===== src/rtl/vtc_prog_if.sv =====
// vtc_prog_if: configuration bus of the programmable video timing controller.
//   master : drives cfg_update pulse, horizontal/vertical timing fields and
//            sync polarities; observes cfg_err / cfg_pending.
//   slave  : the timing controller (vtc_prog).
// Parameters X_BITS / Y_BITS set the horizontal / vertical field widths.
interface vtc_prog_if #(
    parameter int X_BITS = 12,
    parameter int Y_BITS = 12
);
    logic              cfg_update;
    logic [X_BITS-1:0] cfg_h_total;
    logic [X_BITS-1:0] cfg_h_sync;
    logic [X_BITS-1:0] cfg_h_bp;
    logic [X_BITS-1:0] cfg_h_act;
    logic [Y_BITS-1:0] cfg_v_total;
    logic [Y_BITS-1:0] cfg_v_sync;
    logic [Y_BITS-1:0] cfg_v_bp;
    logic [Y_BITS-1:0] cfg_v_act;
    logic              cfg_hs_pol;
    logic              cfg_vs_pol;
    logic              cfg_err;
    logic              cfg_pending;

    modport master (
        output cfg_update, cfg_h_total, cfg_h_sync, cfg_h_bp, cfg_h_act,
               cfg_v_total, cfg_v_sync, cfg_v_bp, cfg_v_act, cfg_hs_pol, cfg_vs_pol,
        input  cfg_err, cfg_pending
    );

    modport slave (
        input  cfg_update, cfg_h_total, cfg_h_sync, cfg_h_bp, cfg_h_act,
               cfg_v_total, cfg_v_sync, cfg_v_bp, cfg_v_act, cfg_hs_pol, cfg_vs_pol,
        output cfg_err, cfg_pending
    );
endinterface


===== src/rtl/vtc_prog.sv =====
// vtc_prog: runtime-programmable video timing controller.
// Generates registered hsync/vsync/data-enable/early data-enable, active pixel
// coordinates and line/frame strobes for any raster fitting X_BITS/Y_BITS.
// Timing fields arrive over the cfg interface, are validated and staged, and
// become active only at a frame boundary (or immediately while run=0).
// Ports:
//   clk, rstn (synchronous, active-low), run (0 = counters held at 0, idle outputs)
//   cfg          : vtc_prog_if.slave configuration bus (update pulse, fields, err/pending)
//   hs_out, vs_out, de_out, de_pre : sync/enable outputs (sync polarity applied)
//   x_act, y_act : active column/row, 0 outside their own window
//   line_start, frame_start : one-cycle strobes at h=0 / h=0,v=0
//   frame_cnt    : completed-frame counter
// Optional feature macro: VTC_PATTERN_EN adds pat_rgb, an 8-bar colour pattern
// aligned with de_out.
module vtc_prog #(
    parameter int X_BITS    = 12,
    parameter int Y_BITS    = 12,
    parameter int H_TOTAL_D = 2200,
    parameter int H_SYNC_D  = 44,
    parameter int H_BP_D    = 148,
    parameter int H_ACT_D   = 1920,
    parameter int V_TOTAL_D = 1125,
    parameter int V_SYNC_D  = 5,
    parameter int V_BP_D    = 36,
    parameter int V_ACT_D   = 1080
) (
    input  logic              clk,
    input  logic              rstn,
    input  logic              run,
    vtc_prog_if.slave         cfg,
    output logic              hs_out,
    output logic              vs_out,
    output logic              de_out,
    output logic              de_pre,
    output logic [X_BITS-1:0] x_act,
    output logic [Y_BITS-1:0] y_act,
    output logic              frame_start,
    output logic              line_start,
    output logic [15:0]       frame_cnt
`ifdef VTC_PATTERN_EN
    ,
    output logic [23:0]       pat_rgb
`endif
);

    typedef struct packed {
        logic [X_BITS-1:0] h_total;
        logic [X_BITS-1:0] h_sync;
        logic [X_BITS-1:0] h_bp;
        logic [X_BITS-1:0] h_act;
        logic [Y_BITS-1:0] v_total;
        logic [Y_BITS-1:0] v_sync;
        logic [Y_BITS-1:0] v_bp;
        logic [Y_BITS-1:0] v_act;
        logic              hs_pol;
        logic              vs_pol;
    } timing_t;

    localparam timing_t TIM_DEF = '{
        h_total: X_BITS'(H_TOTAL_D), h_sync: X_BITS'(H_SYNC_D),
        h_bp:    X_BITS'(H_BP_D),    h_act:  X_BITS'(H_ACT_D),
        v_total: Y_BITS'(V_TOTAL_D), v_sync: Y_BITS'(V_SYNC_D),
        v_bp:    Y_BITS'(V_BP_D),    v_act:  Y_BITS'(V_ACT_D),
        hs_pol:  1'b1,               vs_pol: 1'b1
    };

    localparam logic [X_BITS-1:0] X_ZERO  = X_BITS'(0);
    localparam logic [X_BITS-1:0] X_ONE   = X_BITS'(1);
    localparam logic [Y_BITS-1:0] Y_ZERO  = Y_BITS'(0);
    localparam logic [Y_BITS-1:0] Y_ONE   = Y_BITS'(1);
    localparam logic [X_BITS:0]   XW_ONE  = (X_BITS+1)'(1);

    timing_t           act_q, act_d, stg_q, stg_d, new_s;
    logic [X_BITS-1:0] h_q, h_d, x_q, x_d, x_rel_s;
    logic [Y_BITS-1:0] v_q, v_d, y_q, y_d, y_rel_s;
    logic [15:0]       frame_cnt_q, frame_cnt_d;
    logic              err_q, err_d, pend_q, pend_d, started_q, started_d;
    logic              hs_q, hs_d, vs_q, vs_d, de_q, de_d, de_pre_q, de_pre_d;
    logic              fs_q, fs_d, ls_q, ls_d;
    logic [X_BITS:0]   new_h_sum_s, h_start_s, h_end_s, h_ext_s, h_nxt_s;
    logic [Y_BITS:0]   new_v_sum_s, v_start_s, v_end_s, v_ext_s;
    logic              cfg_ok_s, h_last_s, v_last_s, apply_s;
    logic              h_win_s, h_pre_s, v_win_s;

    // Candidate configuration and its validity (sums one bit wider than the fields).
    assign new_s = '{
        h_total: cfg.cfg_h_total, h_sync: cfg.cfg_h_sync, h_bp: cfg.cfg_h_bp, h_act: cfg.cfg_h_act,
        v_total: cfg.cfg_v_total, v_sync: cfg.cfg_v_sync, v_bp: cfg.cfg_v_bp, v_act: cfg.cfg_v_act,
        hs_pol:  cfg.cfg_hs_pol,  vs_pol: cfg.cfg_vs_pol
    };
    assign new_h_sum_s = {1'b0, cfg.cfg_h_sync} + {1'b0, cfg.cfg_h_bp} + {1'b0, cfg.cfg_h_act};
    assign new_v_sum_s = {1'b0, cfg.cfg_v_sync} + {1'b0, cfg.cfg_v_bp} + {1'b0, cfg.cfg_v_act};
    assign cfg_ok_s = (new_h_sum_s < {1'b0, cfg.cfg_h_total}) && (new_v_sum_s < {1'b0, cfg.cfg_v_total}) &&
                      (cfg.cfg_h_total != X_ZERO) && (cfg.cfg_h_sync != X_ZERO) &&
                      (cfg.cfg_h_bp != X_ZERO)    && (cfg.cfg_h_act != X_ZERO) &&
                      (cfg.cfg_v_total != Y_ZERO) && (cfg.cfg_v_sync != Y_ZERO) &&
                      (cfg.cfg_v_bp != Y_ZERO)    && (cfg.cfg_v_act != Y_ZERO);

    // Frame boundary: staged timing may only replace active timing here or while idle.
    assign h_last_s = (h_q == (act_q.h_total - X_ONE));
    assign v_last_s = (v_q == (act_q.v_total - Y_ONE));
    assign apply_s  = pend_q && (!run || (h_last_s && v_last_s));

    // Active windows; de_pre looks at the next horizontal count.
    assign h_start_s = {1'b0, act_q.h_sync} + {1'b0, act_q.h_bp};
    assign h_end_s   = h_start_s + {1'b0, act_q.h_act};
    assign h_ext_s   = {1'b0, h_q};
    assign h_nxt_s   = h_ext_s + XW_ONE;
    assign h_win_s   = (h_ext_s >= h_start_s) && (h_ext_s < h_end_s);
    assign h_pre_s   = (h_nxt_s >= h_start_s) && (h_nxt_s < h_end_s);
    assign v_start_s = {1'b0, act_q.v_sync} + {1'b0, act_q.v_bp};
    assign v_end_s   = v_start_s + {1'b0, act_q.v_act};
    assign v_ext_s   = {1'b0, v_q};
    assign v_win_s   = (v_ext_s >= v_start_s) && (v_ext_s < v_end_s);
    assign x_rel_s   = h_q - h_start_s[X_BITS-1:0];
    assign y_rel_s   = v_q - v_start_s[Y_BITS-1:0];

    // Configuration staging, validation and frame-boundary apply.
    always_comb begin
        act_d  = act_q;
        stg_d  = stg_q;
        pend_d = pend_q;
        err_d  = err_q;
        if (apply_s) begin
            act_d  = stg_q;
            pend_d = 1'b0;
        end else begin
            act_d  = act_q;
        end
        // An update landing on the apply cycle re-arms pending for the next frame end.
        if (cfg.cfg_update) begin
            if (cfg_ok_s) begin
                stg_d  = new_s;
                pend_d = 1'b1;
                err_d  = 1'b0;
            end else begin
                err_d  = 1'b1;
            end
        end else begin
            stg_d = stg_q;
        end
    end

    // Horizontal/vertical raster counters.
    always_comb begin
        h_d = X_ZERO;
        v_d = Y_ZERO;
        if (run) begin
            h_d = h_last_s ? X_ZERO : (h_q + X_ONE);
            if (h_last_s) begin
                v_d = v_last_s ? Y_ZERO : (v_q + Y_ONE);
            end else begin
                v_d = v_q;
            end
        end else begin
            h_d = X_ZERO;
            v_d = Y_ZERO;
        end
    end

    // Output decode from the current counters; idle levels use the polarity about to be active.
    always_comb begin
        hs_d        = ~act_d.hs_pol;
        vs_d        = ~act_d.vs_pol;
        de_d        = 1'b0;
        de_pre_d    = 1'b0;
        x_d         = X_ZERO;
        y_d         = Y_ZERO;
        ls_d        = 1'b0;
        fs_d        = 1'b0;
        started_d   = started_q;
        frame_cnt_d = frame_cnt_q;
        if (run) begin
            hs_d     = (h_q < act_q.h_sync) ~^ act_q.hs_pol;
            vs_d     = (v_q < act_q.v_sync) ~^ act_q.vs_pol;
            de_d     = h_win_s && v_win_s;
            de_pre_d = h_pre_s && v_win_s;
            x_d      = h_win_s ? x_rel_s : X_ZERO;
            y_d      = v_win_s ? y_rel_s : Y_ZERO;
            ls_d     = (h_q == X_ZERO);
            fs_d     = (h_q == X_ZERO) && (v_q == Y_ZERO);
            // The first frame_start after run rises opens a frame; later ones close one.
            if (fs_d) begin
                started_d   = 1'b1;
                frame_cnt_d = started_q ? (frame_cnt_q + 16'd1) : frame_cnt_q;
            end else begin
                started_d   = started_q;
                frame_cnt_d = frame_cnt_q;
            end
        end else begin
            started_d   = 1'b0;
            frame_cnt_d = frame_cnt_q;
        end
    end

    // State and output registers with synchronous active-low reset.
    always_ff @(posedge clk) begin
        if (!rstn) begin
            h_q         <= X_ZERO;
            v_q         <= Y_ZERO;
            act_q       <= TIM_DEF;
            stg_q       <= TIM_DEF;
            err_q       <= 1'b0;
            pend_q      <= 1'b0;
            started_q   <= 1'b0;
            frame_cnt_q <= 16'd0;
            hs_q        <= ~TIM_DEF.hs_pol;
            vs_q        <= ~TIM_DEF.vs_pol;
            de_q        <= 1'b0;
            de_pre_q    <= 1'b0;
            x_q         <= X_ZERO;
            y_q         <= Y_ZERO;
            fs_q        <= 1'b0;
            ls_q        <= 1'b0;
        end else begin
            h_q         <= h_d;
            v_q         <= v_d;
            act_q       <= act_d;
            stg_q       <= stg_d;
            err_q       <= err_d;
            pend_q      <= pend_d;
            started_q   <= started_d;
            frame_cnt_q <= frame_cnt_d;
            hs_q        <= hs_d;
            vs_q        <= vs_d;
            de_q        <= de_d;
            de_pre_q    <= de_pre_d;
            x_q         <= x_d;
            y_q         <= y_d;
            fs_q        <= fs_d;
            ls_q        <= ls_d;
        end
    end

    assign cfg.cfg_err     = err_q;
    assign cfg.cfg_pending = pend_q;
    assign hs_out          = hs_q;
    assign vs_out          = vs_q;
    assign de_out          = de_q;
    assign de_pre          = de_pre_q;
    assign x_act           = x_q;
    assign y_act           = y_q;
    assign frame_start     = fs_q;
    assign line_start      = ls_q;
    assign frame_cnt       = frame_cnt_q;

`ifdef VTC_PATTERN_EN
    // Colour of each of the eight vertical bars, left to right.
    function automatic logic [23:0] bar_colour(input logic [2:0] bar);
        logic [23:0] rgb;
        case (bar)
            3'd0:    rgb = 24'hFFFFFF;
            3'd1:    rgb = 24'hFFFF00;
            3'd2:    rgb = 24'h00FFFF;
            3'd3:    rgb = 24'h00FF00;
            3'd4:    rgb = 24'hFF00FF;
            3'd5:    rgb = 24'hFF0000;
            3'd6:    rgb = 24'h0000FF;
            default: rgb = 24'h000000;
        endcase
        return rgb;
    endfunction

    logic [X_BITS+2:0] pat_num_s;
    logic [2:0]        bar_s;
    logic [23:0]       pat_q, pat_d;

    // Bar index = x*8/h_act; x < h_act inside the window so the quotient fits 3 bits.
    assign pat_num_s = {x_rel_s, 3'b000};
    assign bar_s     = 3'(pat_num_s / {3'b000, act_q.h_act});

    // Pattern colour, blanked wherever de_out will be low.
    always_comb begin
        pat_d = 24'h000000;
        if (run && h_win_s && v_win_s) begin
            pat_d = bar_colour(bar_s);
        end else begin
            pat_d = 24'h000000;
        end
    end

    // Pattern register, aligned with de_out.
    always_ff @(posedge clk) begin
        if (!rstn) begin
            pat_q <= 24'h000000;
        end else begin
            pat_q <= pat_d;
        end
    end

    assign pat_rgb = pat_q;
`endif

endmodule


===== src/flat_wrapper.sv =====
// flat-port wrapper written by rule: the top's interface ports become plain ports
module vtc_prog_flat 
#(
    parameter int X_BITS    = 12,
    parameter int Y_BITS    = 12,
    parameter int H_TOTAL_D = 2200,
    parameter int H_SYNC_D  = 44,
    parameter int H_BP_D    = 148,
    parameter int H_ACT_D   = 1920,
    parameter int V_TOTAL_D = 1125,
    parameter int V_SYNC_D  = 5,
    parameter int V_BP_D    = 36,
    parameter int V_ACT_D   = 1080
)
  (clk, rstn, run, hs_out, vs_out, de_out, de_pre, x_act, y_act, frame_start, line_start, frame_cnt, cfg_cfg_update, cfg_cfg_h_total, cfg_cfg_h_sync, cfg_cfg_h_bp, cfg_cfg_h_act, cfg_cfg_v_total, cfg_cfg_v_sync, cfg_cfg_v_bp, cfg_cfg_v_act, cfg_cfg_hs_pol, cfg_cfg_vs_pol, cfg_cfg_err, cfg_cfg_pending);
  vtc_prog_if #(.X_BITS(X_BITS), .Y_BITS(Y_BITS)) cfg_i ();
  input  logic clk;
  input  logic rstn;
  input  logic run;
  output logic hs_out;
  output logic vs_out;
  output logic de_out;
  output logic de_pre;
  output logic [X_BITS-1:0] x_act;
  output logic [Y_BITS-1:0] y_act;
  output logic frame_start;
  output logic line_start;
  output logic [15:0] frame_cnt;
  input wire logic [$bits(cfg_i.cfg_update)-1:0] cfg_cfg_update;
  input wire logic [$bits(cfg_i.cfg_h_total)-1:0] cfg_cfg_h_total;
  input wire logic [$bits(cfg_i.cfg_h_sync)-1:0] cfg_cfg_h_sync;
  input wire logic [$bits(cfg_i.cfg_h_bp)-1:0] cfg_cfg_h_bp;
  input wire logic [$bits(cfg_i.cfg_h_act)-1:0] cfg_cfg_h_act;
  input wire logic [$bits(cfg_i.cfg_v_total)-1:0] cfg_cfg_v_total;
  input wire logic [$bits(cfg_i.cfg_v_sync)-1:0] cfg_cfg_v_sync;
  input wire logic [$bits(cfg_i.cfg_v_bp)-1:0] cfg_cfg_v_bp;
  input wire logic [$bits(cfg_i.cfg_v_act)-1:0] cfg_cfg_v_act;
  input wire logic [$bits(cfg_i.cfg_hs_pol)-1:0] cfg_cfg_hs_pol;
  input wire logic [$bits(cfg_i.cfg_vs_pol)-1:0] cfg_cfg_vs_pol;
  output wire logic [$bits(cfg_i.cfg_err)-1:0] cfg_cfg_err;
  output wire logic [$bits(cfg_i.cfg_pending)-1:0] cfg_cfg_pending;
  assign cfg_i.cfg_update = cfg_cfg_update;
  assign cfg_i.cfg_h_total = cfg_cfg_h_total;
  assign cfg_i.cfg_h_sync = cfg_cfg_h_sync;
  assign cfg_i.cfg_h_bp = cfg_cfg_h_bp;
  assign cfg_i.cfg_h_act = cfg_cfg_h_act;
  assign cfg_i.cfg_v_total = cfg_cfg_v_total;
  assign cfg_i.cfg_v_sync = cfg_cfg_v_sync;
  assign cfg_i.cfg_v_bp = cfg_cfg_v_bp;
  assign cfg_i.cfg_v_act = cfg_cfg_v_act;
  assign cfg_i.cfg_hs_pol = cfg_cfg_hs_pol;
  assign cfg_i.cfg_vs_pol = cfg_cfg_vs_pol;
  assign cfg_cfg_err = cfg_i.cfg_err;
  assign cfg_cfg_pending = cfg_i.cfg_pending;
  vtc_prog #(.X_BITS(X_BITS), .Y_BITS(Y_BITS), .H_TOTAL_D(H_TOTAL_D), .H_SYNC_D(H_SYNC_D), .H_BP_D(H_BP_D), .H_ACT_D(H_ACT_D), .V_TOTAL_D(V_TOTAL_D), .V_SYNC_D(V_SYNC_D), .V_BP_D(V_BP_D), .V_ACT_D(V_ACT_D)) u_core (.clk(clk), .rstn(rstn), .run(run), .cfg(cfg_i), .hs_out(hs_out), .vs_out(vs_out), .de_out(de_out), .de_pre(de_pre), .x_act(x_act), .y_act(y_act), .frame_start(frame_start), .line_start(line_start), .frame_cnt(frame_cnt));
endmodule

===== config.mk =====
export PLATFORM = sky130hd
export DESIGN_NAME = vtc_prog_flat
export DESIGN_NICKNAME = d
export VERILOG_FILES = /design/src/rtl/vtc_prog_if.sv /design/src/rtl/vtc_prog.sv /design/src/flat_wrapper.sv
export SDC_FILE = /design/constraint.sdc
export NUM_CORES = 1
export LEC_CHECK = 0
export CAP_MARGIN = 20
export CELL_PAD_IN_SITES_DETAIL_PLACEMENT = 1
export CELL_PAD_IN_SITES_GLOBAL_PLACEMENT = 2
export CORE_ASPECT_RATIO = 0.9
export CORE_MARGIN = 4
export CORE_UTILIZATION = 37
export CTS_BUF_LIST = sky130_fd_sc_hd__clkbuf_4 sky130_fd_sc_hd__clkbuf_8
export DETAILED_ROUTE_END_ITERATION = 8
export GPL_ROUTABILITY_DRIVEN = 0
export PLACE_DENSITY = 0.88
export SYNTH_ARGS = -nofsm -noshare
export SYNTH_HDL_FRONTEND = slang
export SYNTH_SLANG_ARGS = --single-unit

===== constraint.sdc =====
create_clock -name clk -period 6 [get_ports clk]
set_input_delay 1.2 -clock clk [delete_from_list [all_inputs] [get_ports clk]]
set_output_delay 1.2 -clock clk [all_outputs]
set_load 0.02 [all_outputs]

==> summary.txt, run 1 <==
Timing
  • Worst hold slack: roughly 460 ps
  • Post-route setup slack: roughly 420 ps
  • Post-route minimum period: around 5600 ps
  • Slew headroom: 0.288
  • F_max: roughly 180 MHz
  • Finish-stage setup viols: 0
  • Final Hold Vio Count: 0
  • Worst-margin pin slew: about 1100 ps
  • Slew Limit Fails: 0
  • Tcrit/Tclk final: 0.930
  • Setup skew after layout: roughly 28 ps
  • RSZ-0062 raised after global routing: no

Clock network
  • CTS buffer count: 47
  • Cts-stage hold buffer count: 0
  • Max Buffers Root-to-Sink: 3
  • CTS tree: yes
  • H-tree depth: 2
  • Skew-Pair Late Insertion Delay: roughly 630 ps
  • Buffer count from post-CTS setup fixing: 0
  • CTS root buf: clkbuf_8
  • Post-CTS Resized: 0
  • Clock Sinks: about 270
  • CTS clk-pin slew, worst paths: approximately 60 ps

Layout
  • Commonest non-fill, non-tap cell in the layout: dfxtp_1
  • Layout filler cell count: approximately 5,500
  • Util after Layout: 0.448
  • Layout cells sized above 1: 0.0673
  • Most frequent cells in the layout: dfxtp_1 (268), nand3_1 (244), o21ai_0 (203)
  • # nets final: around 2,600
  • Synth-to-Final Area Change: 18.7%

Critical path
  • Critical path arrival: roughly 6000 ps
  • CP Data Required Time: between 6000 and 7000 ps
  • CP startpoint kind: input port
  • Worst-path maximum fanout: 25
  • Setup Crit Path Kind: in2reg
  • Critical path capture point type: flip-flop

Power
  • Logic gate share of total power: 0.241
  • Internal power: between 3 and 4 mW
  • Sw power: 1.56 mW
  • Worst vdd ir: between 0.00015 and 0.0002 V
  • Reg power frac: 0.394
  • Pwr per Cell Area: 240 mW/mm^2
  • Leakage: between 8 and 9 nW
  • Sw Share: 0.317
  • Clock Power Share: 0.365

Logic synthesis
  • XOR/XNOR Fraction of Synth Area: 0.0683
  • Mapped cell area: ~0.017 mm^2
  • Main combinational cell family by area after synthesis: simple AND/OR/NAND/NOR gates
  • Multiplexer share of the synthesized area: 0.0151
  • Share of the synthesized area in the top cell type: 0.311
  • Mapped Avg Cell Area: around 8.3 um^2
  • Syn nets: roughly 2,400
  • Synth cell types: 75
  • Sequential area share after synthesis: 0.311
  • Yosys reg bits: 269
  • Cells after Synth: approximately 2,100
  • Top cells by area, synth: dfxtp_1 (31%), ha_1 (14%), nand3_1 (7.1%)
  • Number of enable flip-flop cells after synthesis: 0
  • Synth Area in Simple Gates: 0.190
  • Main synth FF type: dfxtp_1
  • Synth Area in Compound Gates: 0.187
  • Async set-or-reset flop fraction in the synthesized netlist: 0
  • Area leader, netlist: dfxtp_1
  • Adder-Cell Fraction of Synth Area: 0.176
  • Yosys warning total: 0

Route
  • Via count: between 15,000 and 20,000
  • Drc violations: 0
  • Routed Antenna Nets: 0
  • Avg Vias per Cell: 5.49
  • Pre-antenna DRT Iters: 5
  • DR WL/cell: 19.7 um
  • Total routed wirelength: ~56,000 um
  • Number of DRC markers in iteration 0: approximately 920

Run
  • Maxcap violations: 0

Die
  • Core area: around 0.046 mm^2
  • DIE AREA: between 0.05 and 0.06 mm^2
  • Initial Util: 0.378
  • Die W: between 200 and 250 um
  • I/O pins: 150
  • FP Rows: between 70 and 80
  • Die Span Y: about 210 um

Global routing
  • Largest net degree at the start of global routing: 105
  • Antenna violations before repair: 0
  • Vias in the first global route: ~16,000
  • Overall Global Routing Usage: 0.220
  • First-pass GRT wire length: approximately 90,000 um
  • Total grt overflow: 0

Placed design
  • Dpl ws: -298 ps
  • IO buf count: between 100 and 150
  • Final HPWL DP: between 40,000 and 50,000 um

Status
  • Status: completed

Hold path
  • Min-delay worst type: reg2reg
-- power by group through the flow --
stage | Combinational [mW] | Sequential (mW) | Clock (mW)
finish | 1.19 | 1.94 | 1.80
global route | 1.33 | 1.95 | 1.93
CTS | 1.18 | 1.94 | 1.86
detailed placement | 1.17 | 1.98 | 0
global placement | 1.11 | 1.98 | 0
floorplan | 0.776 | 1.94 | 0
-- per-stage QoR --
stage | instance area (um^2) | TNS, ps | instances | total power, mW
6_report | 20500 | 0 | 2867 | 4.93
5_1_grt | 20500 | 0 | 2866 | 5.21
4_1_cts | 20500 | 0 | 2866 | 4.98
3_5_place_dp | 19500 | -22000 | 2782 | 3.15
3_3_place_gp | 19500 | -5700 | 2781 | 3.09
2_1_floorplan | 17300 | 0 | 2086 | 2.72
-- layout make-up --
type                    count  area, um^2  area share
clock inverters            11         109     0.00530
repair buffers            195        1900      0.0925
diodes                      1        2.50    0.000122
flip-flops and latches    269        5390       0.262
clock buffers              73         886      0.0431
inverters                 122         459      0.0224
well taps                 608         761      0.0370
multi-input cells        1588       11000       0.537
-- cells by family after synthesis --
family,after synthesis
multiplexers,26
AND/OR/NAND/NOR,662
AO/OA/AOI/OAI,540
XOR/XNOR,135
flip-flops,269
adder cells (fa/ha/maj),225
buffers and inverters,229
-- routing by layer --
layer / track usage / up-vias / wire [um]
met4: 0.0670 / 0 / 1370
li1: - / 7772 / -
met1: 0.320 / 7633 / 28600
met3: 0.0275 / 84 / 1820
met2: 0.341 / 261 / 24600
met5: 0 / - / 0
-- critical path: stages --
cell             delay [ps]
clkdlybuf4s50_1         460
fa_1                    510
ha_1                    250
fa_1                    390
a21o_1                  170
a21oi_1                 200
o21bai_1                100
a21oi_1                 240
o21ai_0                 190
a21o_1                  210
a21oi_1                 170
xnor2_1                 100
ha_1                    190
nor2_1                  100
nand4_1                  90
or4_1                   500
a211oi_1                180
o211ai_1                170
buf_12                  200
buf_12                  160
mux2i_1                 170
nand2_1                  80
-- sequential cells by signal (all words and copies together), names as in the netlist --
signal	flops
u_core.act_q	98
u_core.cfg.cfg_err	1
u_core.cfg.cfg_pending	1
u_core.de_out	1
u_core.de_pre	1
u_core.frame_cnt	16
u_core.frame_start	1
u_core.h_q	12
u_core.hs_out	1
u_core.line_start	1
u_core.started_q	1
u_core.stg_q	98
u_core.v_q	12
u_core.vs_out	1
u_core.x_act	12
u_core.y_act	12
-- path summary, 6_finish.rpt --
check                                      start                to  slack (ps)  cells past startpoint
worst max register to register  u_core.act_q[75]   u_core.x_act[6]         550                     21
worst min register to register  u_core.stg_q[67]  u_core.act_q[67]         460                      2
worst max-delay path            cfg_cfg_h_act[1]  u_core.stg_q[66]         420                     22
worst min-delay path            u_core.stg_q[67]  u_core.act_q[67]         460                      2
-- cell usage after synthesis (6+ instances only) --
cell type,n
nor3_1,41
xor2_1,52
o211ai_1,16
nand2b_1,17
nand2_1,120
a211oi_1,14
nor2b_1,25
nor4_1,33
or2_2,6
nor2_1,103
o21a_1,18
inv_1,120
nand4_1,16
xnor2_1,83
clkbuf_1,79
or3_1,13
mux2i_1,25
nand3_1,244
o21bai_1,13
o31ai_1,26
a2111oi_0,8
fa_1,32
buf_1,11
buf_2,9
dfxtp_1,269
and3_1,12
o21ai_0,203
o21ai_1,6
ha_1,193
a21o_1,32
a31oi_1,9
a21oi_1,147
(Power assumes the default switching activity.)
==> run 2, diff against run 1 <==
SKIP_CTS_REPAIR_TIMING = 1   (was default)
==> results of run 2 <==
No change in the layout: final DEF, timing and power equal those of run 1.
==> run 3, diff against run 2 <==
--- a/config.mk
+++ b/config.mk
@@ -16,4 +16,5 @@
 export GPL_ROUTABILITY_DRIVEN = 0
 export PLACE_DENSITY = 0.88
+export SETUP_SLACK_MARGIN = 0.15
 export SKIP_CTS_REPAIR_TIMING = 1
 export SYNTH_ARGS = -nofsm -noshare
==> constraint.sdc (replaced) <==
create_clock -name clk -period 6 [get_ports clk]
set_input_delay 1.2 -clock clk [delete_from_list [all_inputs] [get_ports clk]]
set_output_delay 1.2 -clock clk [all_outputs]
set_load 0.05 [all_outputs]
==> summary.txt, run 3 (synthesized netlist as in run 1, its figures left out) <==
Status
  • Status: completed

Power
  • Worst vdd ir: about 0.00016 V
  • Pwr per Cell Area: between 200 and 250 mW/mm^2
  • Leakage: a little over 8 nW

Timing
  • Worst-margin pin slew: around 1100 ps
  • Slew Limit Fails: 0
  • Final Hold Vio Count: 0
  • Post-route setup slack: between 400 and 500 ps
  • Post-route minimum period: roughly 5600 ps
  • Tcrit/Tclk final: 0.926
  • F_max: between 150 and 200 MHz
  • RSZ-0062 raised after global routing: no
  • Finish-stage setup viols: 0
  • Slew headroom: 0.288
  • Setup skew after layout: around 27 ps

Route
  • Drc violations: 0
  • Total routed wirelength: roughly 56,000 um
  • DR WL/cell: just under 20 um
  • Pre-antenna DRT Iters: 4
  • Via count: between 15,000 and 20,000
  • Routed Antenna Nets: 0
  • Number of DRC markers in iteration 0: between 900 and 1,000
  • Avg Vias per Cell: around 5.5

Critical path
  • CP startpoint kind: input port
  • Max incr delay on CP: roughly 510 ps
  • Worst-path maximum fanout: 25
  • CP Data Required Time: between 6000 and 7000 ps
  • Critical path capture point type: flip-flop
  • Critical path arrival: roughly 6000 ps
  • CP cell instances: clkdlybuf4s50_1 -> fa_1 -> ha_1 -> fa_1 -> a21o_1 -> a21oi_2 -> o21bai_1 -> a21oi_1 -> o21ai_0 -> a21o_1 -> a21oi_1 -> xnor2_1 -> ha_1 -> nor2_1 -> nand4_1 -> or4_1 -> a211oi_1 -> o211ai_1 -> buf_12 -> buf_12 -> mux2i_1 -> nand2_1
  • Crit-path slowest cell: fa_1
  • Setup Crit Path Kind: in2reg

Clock network
  • CTS buffer count: 47
  • Skew-Pair Late Insertion Delay: between 600 and 700 ps
  • CTS tree: yes
  • Clock Sinks: 269
  • CTS clk-pin slew, worst paths: about 60 ps
  • CTS root buf: clkbuf_8
  • H-tree depth: 2
  • Max Buffers Root-to-Sink: 3

Global routing
  • Antenna violations before repair: 0
  • Vias in the first global route: around 16,000
  • Overall Global Routing Usage: 0.220
  • First-pass GRT wire length: approximately 90,000 um
  • Total grt overflow: 0
  • Largest net degree at the start of global routing: 105

Run
  • Maxcap violations: 0

Placed design
  • Placed insts: 2,782
  • IO buf count: between 100 and 150
  • Dpl ws: -298 ps
  • Final HPWL DP: between 40,000 and 50,000 um

Die
  • Die W: 236 um
  • Die Span Y: between 200 and 250 um
  • DIE AREA: 0.0503 mm^2
  • I/O pins: 150
  • Core area: 0.0458 mm^2
  • Initial Util: 0.378
  • FP Rows: 74

Layout
  • Post-Layout Cell Count: 2,867
  • Commonest non-fill, non-tap cell in the layout: dfxtp_1
  • Util after Layout: 0.449
  • Synth-to-Final Area Change: 18.8%
  • Most frequent cells in the layout: dfxtp_1 (268), nand3_1 (244), o21ai_0 (203)
  • Layout cells sized above 1: 0.0695
  • # nets final: 2,550

Hold path
  • Min-delay worst type: reg2reg
-- run 3: cell counts in the layout (fill, tap and decap cells not counted) --
No cell type changed its count.
-- run 3: worst paths after layout --
check / slack, ps / startpoint / cells past startpoint / to
worst max-delay path: 450 / cfg_cfg_v_act[1] / 22 / u_core.stg_q[66]
worst min-delay path: 450 / u_core.stg_q[67] / 2 / u_core.act_q[67]
worst max register to register: 660 / u_core.act_q[63] / 21 / u_core.x_act[6]
worst min register to register: 450 / u_core.stg_q[67] / 2 / u_core.act_q[67]
-- run 3: layout make-up --
| type | count | area [um^2] |
|---|---|---|
| fill | 5491 | 25300 |
| multi-input combinational | 1588 | 11100 |
| sequential | 269 | 5390 |
| timing repair buffer | 195 | 1900 |
| clock buffer | 73 | 886 |
| tap | 608 | 761 |
| inverter | 122 | 459 |
| clock inverter | 11 | 109 |
| antenna | 1 | 2.50 |
-- run 3: metal layers --
layer  global-route usage  vias to the layer above  wire length [um]
li1                     -                     7772                 -
met1                0.320                     7591             28500
met2                0.341                      267             24500
met3               0.0275                       86              1930
met4               0.0670                        0              1380
met5                    0                        -                 0
-- run 3: report_power, final --
group	internal, mW	total (mW)	switching (mW)	leakage [nW]
combinational	0.513	1.21	0.694	5.57
clock	0.992	1.80	0.806	0.532
sequential	1.87	1.94	0.0769	2.17
-- run 3: critical path, delay by kind of cell --
family | cells | cell delay [ps]
AO/OA/AOI/OAI | 9 | 1590
adder cells (fa/ha/maj) | 4 | 1330
buffers and inverters | 3 | 840
AND/OR/NAND/NOR | 4 | 750
multiplexers | 1 | 170
XOR/XNOR | 1 | 110
-- run 3: per-stage QoR --
stage	hold WS (ps)	total power, mW	setup TNS [ps]	cell area [um^2]
4_1_cts	432	4.99	0	20500
6_report	453	4.95	0	20600
5_1_grt	491	5.23	0	20600
3_3_place_gp	453	3.10	-5700	19500
2_1_floorplan	444	2.73	0	17300
3_5_place_dp	463	3.16	-22000	19500
